[src/rtl/acq_burst_gen_pkg.sv]
// Shared definitions for the acquisition burst generator: FSM state
// encodings and default widths used by the top and its helpers.
package acq_burst_gen_pkg;

   localparam int DEF_DW   = 8;
   localparam int DEF_LW   = 13;
   localparam int DEF_DLYW = 16;
   localparam int DEF_FCW  = 16;

   typedef enum logic [1:0] {
      ST_IDLE    = 2'd0,
      ST_DELAY   = 2'd1,
      ST_CAPTURE = 2'd2
   } state_t;

endpackage

[src/rtl/acq_burst_gen_trig_sync_edge.sv]
// Three-flop synchroniser for an asynchronous input with a rising-edge
// pulse taken from the last two stages. Flops reset to 1 so an input that
// is already high when reset releases is not mistaken for a fresh edge.
module trig_sync_edge (
   input  logic clk,
   input  logic rst_n,
   input  logic din,
   output logic rise
);

   logic s1;
   logic s2;
   logic s3;

   // shift the async input through the synchroniser chain
   always_ff @(posedge clk or negedge rst_n) begin
      if (!rst_n) begin
         s1 <= 1'b1;
         s2 <= 1'b1;
         s3 <= 1'b1;
      end else begin
         s1 <= din;
         s2 <= s1;
         s3 <= s2;
      end
   end

   // one-cycle pulse on a synchronised low-to-high transition
   always_comb begin
      rise = s2 & ~s3;
   end

endmodule

[src/rtl/acq_burst_gen.sv]
// Acquisition burst generator: on a synchronised trigger edge, waits a
// programmable delay, then streams a programmable number of ADC samples
// as a write burst. Samples are real-time, so a full downstream drops the
// sample and raises a sticky overrun flag instead of stalling.
//
// state      | meaning
// -----------+----------------------------------------------------------
// ST_IDLE    | waiting for an accepted trigger edge
// ST_DELAY   | counting down the latched delay before the first capture
// ST_CAPTURE | one sample per cycle until len_reg samples have passed
module acq_burst_gen
   import acq_burst_gen_pkg::*;
#(
   parameter int DW   = DEF_DW,
   parameter int LW   = DEF_LW,
   parameter int DLYW = DEF_DLYW,
   parameter int FCW  = DEF_FCW
) (
   input  logic            i_clk,
   input  logic            i_rst_n,
   input  logic            i_en,
   input  logic            i_trig,
   input  logic [DW-1:0]   i_adc_data,
   input  logic [DLYW-1:0] i_delay,
   input  logic [LW-1:0]   i_len,
   input  logic            i_full,
   output logic [DW-1:0]   o_data,
   output logic            o_wr,
   output logic            o_busy,
   output logic            o_overrun,
   output logic            o_missed,
   output logic [FCW-1:0]  o_frame_cnt
);

   state_t          state;
   logic [DLYW-1:0] dly_cnt;
   logic [LW-1:0]   len_reg;
   logic [LW-1:0]   smp_cnt;
   logic            trig_rise;

   trig_sync_edge u_trig_sync (
      .clk   (i_clk),
      .rst_n (i_rst_n),
      .din   (i_trig),
      .rise  (trig_rise)
   );

   // burst sequencing FSM with registered outputs
   always_ff @(posedge i_clk or negedge i_rst_n) begin
      if (!i_rst_n) begin
         state       <= ST_IDLE;
         dly_cnt     <= '0;
         len_reg     <= '0;
         smp_cnt     <= '0;
         o_data      <= '0;
         o_wr        <= 1'b0;
         o_busy      <= 1'b0;
         o_overrun   <= 1'b0;
         o_missed    <= 1'b0;
         o_frame_cnt <= '0;
      end else begin
         o_wr     <= 1'b0;
         o_missed <= 1'b0;
         case (state)
            ST_IDLE: begin
               if (trig_rise) begin
                  if (i_en && (i_len != '0)) begin
                     dly_cnt     <= i_delay;
                     len_reg     <= i_len;
                     smp_cnt     <= '0;
                     o_frame_cnt <= o_frame_cnt + 1'b1;
                     o_overrun   <= 1'b0;
                     o_busy      <= 1'b1;
                     state       <= (i_delay != '0) ? ST_DELAY : ST_CAPTURE;
                  end else begin
                     o_missed <= 1'b1;
                  end
               end
            end
            ST_DELAY: begin
               if (trig_rise) begin
                  o_missed <= 1'b1;
               end
               // leaving on the count of 1 makes the delay exactly D cycles
               if (dly_cnt == DLYW'(1)) begin
                  state <= ST_CAPTURE;
               end
               dly_cnt <= dly_cnt - 1'b1;
            end
            ST_CAPTURE: begin
               if (trig_rise) begin
                  o_missed <= 1'b1;
               end
               o_data <= i_adc_data;
               o_wr   <= ~i_full;
               if (i_full) begin
                  o_overrun <= 1'b1;
               end
               // the sample slot is consumed whether or not it was written
               if (smp_cnt == len_reg - 1'b1) begin
                  state  <= ST_IDLE;
                  o_busy <= 1'b0;
               end
               smp_cnt <= smp_cnt + 1'b1;
            end
            default: begin
               state  <= ST_IDLE;
               o_busy <= 1'b0;
            end
         endcase
      end
   end

endmodule

[config.mk]
export PLATFORM = sky130hd
export DESIGN_NAME = acq_burst_gen
export DESIGN_NICKNAME = d
export VERILOG_FILES = /design/src/rtl/acq_burst_gen_pkg.sv /design/src/rtl/acq_burst_gen_trig_sync_edge.sv /design/src/rtl/acq_burst_gen.sv
export SDC_FILE = /design/constraint.sdc
export NUM_CORES = 1
export LEC_CHECK = 0
export ABC_AREA = 1
export CAP_MARGIN = 15
export CORE_ASPECT_RATIO = 1.5
export CORE_UTILIZATION = 53
export DETAILED_ROUTE_END_ITERATION = 10
export GPL_TIMING_DRIVEN = 0
export PLACE_DENSITY = 0.91
export SLEW_MARGIN = 25
export SYNTH_ARGS = -nofsm -noshare
export SYNTH_HDL_FRONTEND = slang
export SYNTH_HIERARCHICAL = 1
export SYNTH_SLANG_ARGS = --single-unit
[constraint.sdc]
create_clock -name i_clk -period 2.85 [get_ports i_clk]
set_input_delay 0.285 -clock i_clk [delete_from_list [all_inputs] [get_ports i_clk]]
set_output_delay 0.285 -clock i_clk [all_outputs]
set_load 0.02 [all_outputs]
==> flow_metrics.py, run 1 <==
metrics = {
    "status": {
        "status": "finished, final reports clean",
    },
    "placed_design": {
        "placed_cell_area_mm2": 0.00530,
        "gp_congestion": 0.950,
        "dpl.hpwl_mm": 9.04,
        "port_buffers": 69,
    },
    "timing": {
        "finalSetupTns_ns": 0,
        "layout_worst_path_cycle_share": 0.744,
        "fin_worst_skew_ns": 0.00645,
        "tightest_slew_ns": 0.579,
        "fmax_mhz": 471,
        "rsz0062_at_grt": "no",
        "slew_headroom": 0.610,
        "hold_viol_final": 0,
        "finalMaxSlewViolations": 0,
        "setup_viol": 0,
        "whs_ns": 0.346,
        "period_minus_slack_ns": 2.12,
    },
    "worst_setup_path": {
        "critical-path-top-delay-family": "buffers and inverters",
        "crit_slowest_cell": "dfrtp_1",
        "crit_path_start_kind": "flop",
        "critPathCaptureType": "flop",
        "crit_buf_inv": 4,
        "crit_top_cell": "inv_1",
        "max_stage_delay_ns": 0.41,
        "arrival_ns": 2.37,
        "worstPathRequired_ns": 3.10,
        "r2r-start": "state[0]",
        "path_cells": "inv_1 > ha_1 > clkbuf_1 > inv_1 > o21ai_2 > buf_2 > nand4_1 > o21ai_0",
        "crit_path_max_fanout": 10,
        "criticalPathCategory": "reg2reg",
        "crit_path_start": "state[0]",
    },
    "synth": {
        "synth_common_cells": "nand2_1, dfrtp_1, inv_1",
        "syn_area_mm2": 0.00445,
        "postSynthCellCount": 598,
        "ys_warn_count": 6,
        "synthArstFlopShare": 1.00,
        "synthTopCellsByArea": "dfrtp_1, nand2_1, inv_1",
        "syn_avg_cell_area_um2": 7.44,
        "synth_ff_type": "dfrtp_1",
        "ys_seq_area_frac": 0.423,
        "synth_edf_count": 0,
        "yosysTopAreaCell": "dfrtp_1",
        "yosysMostFrequentCell": "nand2_1",
        "synthDistinctLibCells": 40,
        "yosysTopAreaCellShare": 0.405,
        "ys_ff_latch": 75,
        "syn_nets": 649,
    },
    "die": {
        "num_io_pins": 70,
        "coreArea_mm2": 0.00806,
        "die_height_um": 114,
        "die_x_um": 76.8,
        "fp.dieArea_mm2": 0.00877,
        "rows": 40,
        "initial_core_util": 0.552,
    },
    "clock_tree": {
        "cts_num_sinks": 75,
        "clock_latency_ns": 0.34,
        "cts_buffers": 9,
        "ctsRootBufferMaster": "clkbuf_16",
        "ctsResizeCount": 0,
        "tritoncts": "done",
        "h-tree-depth": 3,
        "cts.path.max_buffers": 2,
        "clk_pin_slew_worst_paths_ns": 0.05,
    },
    "power_and_ir_drop": {
        "vdd_drop_max_uv": 534,
        "power_density_mw_per_mm2": 913,
        "leakagePower_nw": 2.52,
    },
    "detailed_routing": {
        "ant_nets": 0,
        "routed_wl_mm": 11.9,
        "wl_per_cell_um": 15.0,
        "dr.pass1.iters": 5,
        "drcViolationCount": 0,
        "via_per_inst": 5.60,
        "via_count": 4427,
        "drt-initial-drc-count": 332,
    },
    "flow_run": {
        "timing.max_cap.violations": 0,
    },
    "finish": {
        "diodes": 0,
        "final_net_count": 731,
        "fin_area_mm2": 0.00556,
        "area_growth_pct": 25.0,
        "multiInputGateArea_mm2": 0.00226,
        "top_regs": "dly_cnt: 16 flops, o_frame_cnt: 16 flops",
        "layout-drive-gt1-share": 0.0628,
        "seqCellArea_mm2": 0.00188,
        "fin_util": 0.690,
        "fillers": 649,
    },
    "grt": {
        "antenna_found_initial": 0,
        "grt_usage": 0.291,
        "grt_pass1_wl_mm": 19.9,
        "grt_max_degree": 50,
        "overflow": 0,
        "first_global_vias": 4416,
    },
    "hold_path": {
        "hp-start": "i_trig",
        "hp-class": "in2reg",
    },
}
-- timing repair --
item                                   CTS  global route
buffers inserted                         0             0
hold buffers                             1             0
endpoints found under the hold margin   23             0
-- cell usage in the layout (no fill, tap or decap), drive strengths merged, types with 15 or more instances in the layout --
cell and count:
dfrtp 72, nor3 16, nand2 186, nand3 34, xor2 15, nor2 64, inv 64, o21ai 54
clkdlybuf4s50 68, clkbuf 21
-- through the flow --
stage | worst slack [ns] | cells | total power, mW
floorplan | 1.16 | 598 | 3.25
global placement | -1.10 | 772 | 3.90
detailed placement | 0.647 | 773 | 4.04
CTS | 0.775 | 790 | 5.06
global route | 0.520 | 790 | 5.46
finish | 0.729 | 790 | 5.08
-- power breakdown --
group / internal [mW] / switching [mW] / total [mW]
clock network: 0.586 / 0.423 / 1.01
registers: 1.42 / 0.321 / 1.74
logic: 0.862 / 1.47 / 2.33
total: 2.87 / 2.21 / 5.08
-- per-layer routing --
layer	vias to the layer above	wire (µm)	share of wire	GRT usage
li1	2104	-	-	-
met1	2100	4450	0.38	0.317
met2	171	6340	0.54	0.527
met3	52	513	0.043	0.0430
met4	0	545	0.046	0.185
met5	-	0	0	0
-- worst paths after layout --
check	to	cells after the start	slack, ns
max	smp_cnt[5]	8	0.73
min	u_trig_sync/s1	1	0.35
max reg2reg	smp_cnt[5]	8	0.73
min reg2reg	u_trig_sync/s2	0	0.36
max in group asynchronous	o_frame_cnt[13]	3	1.85
min in group asynchronous	o_busy	2	0.42
-- area by class of cell --
cell class,count,share of cell area
timing repair buffer,71,0.130
sequential,75,0.338
buffer,15,0.0115
clock buffer,13,0.0432
clock inverter,3,0.00270
tap,105,0.0236
inverter,64,0.0432
multi-input combinational,444,0.407
-- kinds of logic (layout without fill, tap and decap cells) --
family | after synthesis | count (layout) | synth area share
simple gates | 332 | 332 | 0.339
buf+inv | 79 | 166 | 0.0683
compound gates | 78 | 78 | 0.0953
flops | 75 | 75 | 0.423
xor+xnor | 25 | 25 | 0.0492
fa+ha+maj | 9 | 9 | 0.0253
Note: power is estimated with default switching activity, not from simulation.
==> run 2: changes to the inputs <==
- clock period: 2.85 -> 2.05 ns (I/O delays scaled with it)
==> flow_metrics.py, run 2 (synthesis gave the netlist of run 1 again) <==
metrics = {
    "placed_design": {
        "dp.cells": 773,
        "dp_slack_ns": -0.0735,
        "port_buffers": 69,
        "gp_congestion": 0.950,
        "dpl.hpwl_mm": 9.04,
    },
    "die": {
        "initial_core_util": 0.552,
        "num_io_pins": 70,
        "die_height_um": 114,
        "rows": 40,
        "fp.dieArea_mm2": 0.00877,
        "die_x_um": 76.8,
        "coreArea_mm2": 0.00806,
    },
    "timing": {
        "tightest_slew_ns": 0.581,
        "finalMaxSlewViolations": 0,
        "layout_worst_path_cycle_share": 0.931,
        "fmax_mhz": 524,
        "setup_viol": 0,
        "hold_viol_final": 0,
        "layout_setup_ws_ns": 0.141,
        "period_minus_slack_ns": 1.91,
        "finalSetupTns_ns": 0,
        "fin_worst_skew_ns": 0.00659,
        "slew_headroom": 0.609,
    },
    "worst_setup_path": {
        "r2r_slack_ns": 0.14,
        "arrival_ns": 2.13,
        "r2r-start": "state[1]",
        "timing.rr.end": "dly_cnt[13]",
        "max_stage_delay_ns": 0.44,
        "crit_top_cell": "o211ai_1",
        "crit_path_max_fanout": 10,
        "crit_path_start_kind": "flop",
        "worstPathRequired_ns": 2.27,
        "r2r_cells": 7,
        "criticalPathCategory": "reg2reg",
        "critPathCaptureType": "flop",
        "path_cells": "inv_1 > ha_1 > clkbuf_1 > buf_1 > o211ai_1 > o211ai_1 > nand2_1",
        "crit_slowest_cell": "buf_1",
    },
    "power_and_ir_drop": {
        "power_mw": 7.17,
        "leakagePower_nw": 2.53,
        "power_density_mw_per_mm2": 1280,
        "vdd_drop_max_uv": 750,
    },
    "finish": {
        "final_cell_mix": "nand2_1, dfrtp_1, clkdlybuf4s50_1",
        "final_net_count": 732,
        "fin_cells": 791,
        "diodes": 0,
        "layout-drive-gt1-share": 0.0816,
        "top_regs": "dly_cnt: 16 flops, o_frame_cnt: 16 flops",
        "fillers": 644,
        "area_growth_pct": 26.1,
        "final_common_cell": "nand2_1",
    },
    "detailed_routing": {
        "ant_nets": 0,
        "routed_wl_mm": 11.9,
        "wl_per_cell_um": 15.1,
        "dr.pass1.iters": 5,
        "via_count": 4451,
        "drt-initial-drc-count": 362,
        "drcViolationCount": 0,
        "via_per_inst": 5.63,
    },
    "grt": {
        "grt_max_degree": 50,
        "first_global_vias": 4418,
        "overflow": 0,
        "grt_pass1_wl_mm": 19.9,
        "antenna_found_initial": 0,
        "grt_usage": 0.291,
    },
    "flow_run": {
        "timing.max_cap.violations": 0,
    },
    "hold_path": {
        "min_path_cells": 1,
        "whs_endpoint": "u_trig_sync/s1",
        "hp-start": "i_trig",
        "hp-class": "in2reg",
    },
    "clock_tree": {
        "clk_pin_slew_worst_paths_ns": 0.05,
        "clock_latency_ns": 0.34,
        "ctsRootBufferMaster": "clkbuf_16",
        "tritoncts": "done",
        "cts_num_sinks": 75,
        "cts.path.max_buffers": 2,
        "h-tree-depth": 3,
        "cts_buffers": 9,
    },
    "status": {
        "status": "finished, final reports clean",
    },
}
==> run 2: through the flow <==
step / hold slack, ns / area [µm²] / utilization
5_1_grt: 0.266 / 5610 / 0.696
3_5_place_dp: 0.151 / 5300 / 0.657
2_1_floorplan: -0.0906 / 4450 / -
4_1_cts: 0.265 / 5560 / 0.690
6_report: 0.267 / 5610 / 0.696
3_3_place_gp: 0.348 / 5270 / 0.654
==> run 2: critical path: cells and delay by family, from the launching register on <==
kind / cells / cell delay (ns)
AND/OR/NAND/NOR: 1 / 0.07
buffers and inverters: 3 / 0.89
flip-flops: 1 / 0.41
adder cells (fa/ha/maj): 1 / 0.14
AO/OA/AOI/OAI: 2 / 0.28
==> run 2: layout make-up <==
class                           instances  area [µm²]  area share
Inverter                               64         240      0.0428
Sequential cell                        75        1880       0.335
Clock buffer                           13         240      0.0428
Tap cell                              105         131      0.0234
Buffer                                 14        63.8      0.0114
Clock inverter                          3        15.0     0.00268
Multi-Input combinational cell        444        2300       0.410
Timing Repair Buffer                   73         741       0.132
==> run 2: report_power, final <==
| part | internal (mW) | leakage [nW] | total, mW | switching (mW) |
|---|---|---|---|---|
| logic | 1.26 | 1.46 | 3.34 | 2.07 |
| registers | 1.97 | 0.941 | 2.43 | 0.454 |
| clock network | 0.814 | 0.127 | 1.41 | 0.598 |
==> run 2: repair_timing <==
| item | in CTS | in global routing |
|---|---|---|
| setup endpoints to repair | 5 | 15 |
| gates resized for setup | 1 | 13 |
| gates cloned | 0 | 0 |
| hold buffers | 1 | 0 |
| setup buffers | 0 | 2 |
| pin swaps | 0 | 2 |
| endpoints found under the hold margin | 23 | 0 |
==> run 2: worst max path at each step <==
| stage | from | endpoint | slack, ns | cells after the start |
|---|---|---|---|---|
| 2_1_floorplan | len_reg[0] | state[0] | 0.36 | 15 |
| 3_3_place_gp | i_rst_n | o_frame_cnt[3] | -1.82 | 1 |
| 3_5_place_dp | i_len[7] | smp_cnt[5] | -0.07 | 8 |
| 4_1_cts | len_reg[0] | state[1] | 0.03 | 15 |
| 5_1_grt | len_reg[0] | state[1] | -0.02 | 13 |
| 6_report | state[1] | dly_cnt[13] | 0.14 | 7 |
==> run 2: routing by layer <==
| metal | wire [µm] | part of all wire | vias up | GRT usage |
|---|---|---|---|---|
| met3 | 486 | 0.041 | 46 | 0.0438 |
| met5 | 0 | 0 | - | 0 |
| li1 | - | - | 2106 | - |
| met4 | 467 | 0.039 | 0 | 0.185 |
| met1 | 4570 | 0.38 | 2146 | 0.316 |
| met2 | 6430 | 0.54 | 153 | 0.527 |
==> run 3: changes to the inputs <==
- PLACE_DENSITY: 0.91 -> 0.88
==> flow_metrics.py, run 3 (synthesis gave the netlist of run 1 again) <==
metrics = {
    "status": {
        "status": "finished, final reports clean",
    },
    "flow_run": {
        "timing.max_cap.violations": 0,
    },
    "worst_setup_path": {
        "criticalPathCategory": "reg2reg",
        "critPathCaptureType": "flop",
        "r2r_slack_ns": 0.11,
        "r2r_cells": 8,
        "crit_buf_inv": 3,
        "path_cells": "inv_1 > ha_1 > buf_2 > nand2_1 > nor2_4 > clkbuf_4 > nand2_1 > xor2_1",
        "worstPathRequired_ns": 2.28,
        "crit_top_cell": "nand2_1",
        "crit_slowest_cell": "dfrtp_1",
        "crit_path_start_kind": "flop",
        "critical-path-top-delay-family": "buffers and inverters",
        "r2r-start": "state[1]",
        "max_stage_delay_ns": 0.42,
        "arrival_ns": 2.16,
        "timing.rr.end": "o_frame_cnt[6]",
        "crit_path_max_fanout": 10,
    },
    "placed_design": {
        "dpl.hpwl_mm": 8.90,
        "port_buffers": 69,
        "gp_congestion": 0.917,
    },
    "power_and_ir_drop": {
        "power_mw": 7.36,
        "switching_share": 0.431,
        "p_sw_mw": 3.17,
        "combPwrFrac": 0.450,
        "leakagePower_nw": 2.55,
        "pwr-share-seq": 0.332,
        "power_density_mw_per_mm2": 1310,
        "clkPwrFrac": 0.218,
        "p_int_mw": 4.19,
        "vdd_drop_max_uv": 671,
    },
    "timing": {
        "slew_headroom": 0.622,
        "finalMaxSlewViolations": 0,
        "setup_viol": 0,
        "fmax_mhz": 517,
        "finalSetupTns_ns": 0,
        "layout_worst_path_cycle_share": 0.944,
        "fin_worst_skew_ns": 0.00542,
        "rsz0062_at_grt": "yes",
        "tightest_slew_ns": 0.562,
        "hold_viol_final": 0,
        "period_minus_slack_ns": 1.94,
    },
    "detailed_routing": {
        "dr.pass1.iters": 6,
        "via_per_inst": 5.63,
        "drt-initial-drc-count": 413,
        "wl_per_cell_um": 15.5,
        "routed_wl_mm": 12.2,
        "via_count": 4442,
        "drcViolationCount": 0,
        "ant_nets": 0,
    },
    "die": {
        "initial_core_util": 0.552,
        "die_height_um": 114,
        "die_x_um": 76.8,
        "fp.dieArea_mm2": 0.00877,
        "coreArea_mm2": 0.00806,
        "rows": 40,
        "num_io_pins": 70,
    },
    "clock_tree": {
        "clock_latency_ns": 0.34,
        "cts.path.max_buffers": 2,
        "clk_pin_slew_worst_paths_ns": 0.06,
        "h-tree-depth": 3,
        "ctsRootBufferMaster": "clkbuf_16",
        "cts_buffers": 9,
        "tritoncts": "done",
        "cts_num_sinks": 75,
    },
    "finish": {
        "area_growth_pct": 26.6,
        "seqCellArea_mm2": 0.00188,
        "layout-drive-gt1-share": 0.0819,
        "final_cell_mix": "nand2_1, dfrtp_1, clkdlybuf4s50_1",
        "multiInputGateArea_mm2": 0.00228,
        "diodes": 0,
        "final_net_count": 730,
        "final_common_cell": "nand2_1",
        "top_regs": "dly_cnt: 16 flops, o_frame_cnt: 16 flops",
        "fillers": 637,
    },
    "grt": {
        "grt_usage": 0.299,
        "grt_max_degree": 55,
        "overflow": 0,
        "first_global_vias": 4504,
        "grt_pass1_wl_mm": 20.3,
        "antenna_found_initial": 0,
    },
    "hold_path": {
        "min_path_cells": 1,
        "hp-class": "in2reg",
        "whs_endpoint": "u_trig_sync/s1",
        "hp-start": "i_trig",
    },
}
[run 3: repair_timing]
item,in CTS,in global routing
endpoints found under the hold margin,21,0
gates resized for setup,0,14
endpoints found under the setup margin,0,34
buffers inserted,0,1
hold buffers,1,0
[run 3: final cells by class]
| type | instances | share of cell area |
|---|---|---|
| sequential | 75 | 0.334 |
| tap | 105 | 0.0233 |
| clock inverter | 6 | 0.0113 |
| timing repair buffer | 72 | 0.130 |
| multi-input combinational | 444 | 0.405 |
| clock buffer | 10 | 0.0424 |
| buffer | 13 | 0.0111 |
| inverter | 64 | 0.0431 |
[run 3: power by group through the flow]
stage / registers [mW] / clock network [mW] / logic [mW]
3_3_place_gp: 2.41 / 0 / 3.04
6_report: 2.44 / 1.60 / 3.31
2_1_floorplan: 2.52 / 0 / 2.00
3_5_place_dp: 2.43 / 0 / 3.19
4_1_cts: 2.42 / 1.63 / 3.24
5_1_grt: 2.50 / 1.69 / 3.70
[run 3: metal layers]
| layer | track usage | share of wire | wire length (µm) | up-vias |
|---|---|---|---|---|
| met5 | 0 | 0 | 0 | - |
| met2 | 0.540 | 0.54 | 6580 | 195 |
| met3 | 0.0558 | 0.046 | 562 | 64 |
| met1 | 0.312 | 0.36 | 4450 | 2081 |
| li1 | - | - | - | 2102 |
| met4 | 0.205 | 0.050 | 606 | 0 |
[run 3: how the worst max path moves through the flow]
stage               startpoint              to  cells past startpoint
detailed placement   i_len[10]      len_reg[1]                      8
floorplan           len_reg[0]        state[0]                     15
global placement       i_rst_n      dly_cnt[7]                      1
CTS                 len_reg[0]        state[0]                     13
global route        len_reg[0]        state[0]                     15
finish                state[1]  o_frame_cnt[6]                      8
[run 3: stage by stage]
| step | hold slack [ns] | area, µm² | utilization | worst slack, ns | instances |
|---|---|---|---|---|---|
| after CTS | 0.255 | 5610 | 0.696 | 0.00497 | 790 |
| final | 0.268 | 5630 | 0.699 | 0.115 | 789 |
| after global placement | 0.347 | 5270 | 0.654 | -1.81 | 772 |
| after detailed placement | 0.124 | 5300 | 0.657 | -0.0502 | 773 |
| after global routing | 0.276 | 5630 | 0.699 | -0.0348 | 789 |
| after floorplan | -0.0906 | 4450 | - | 0.356 | 598 |
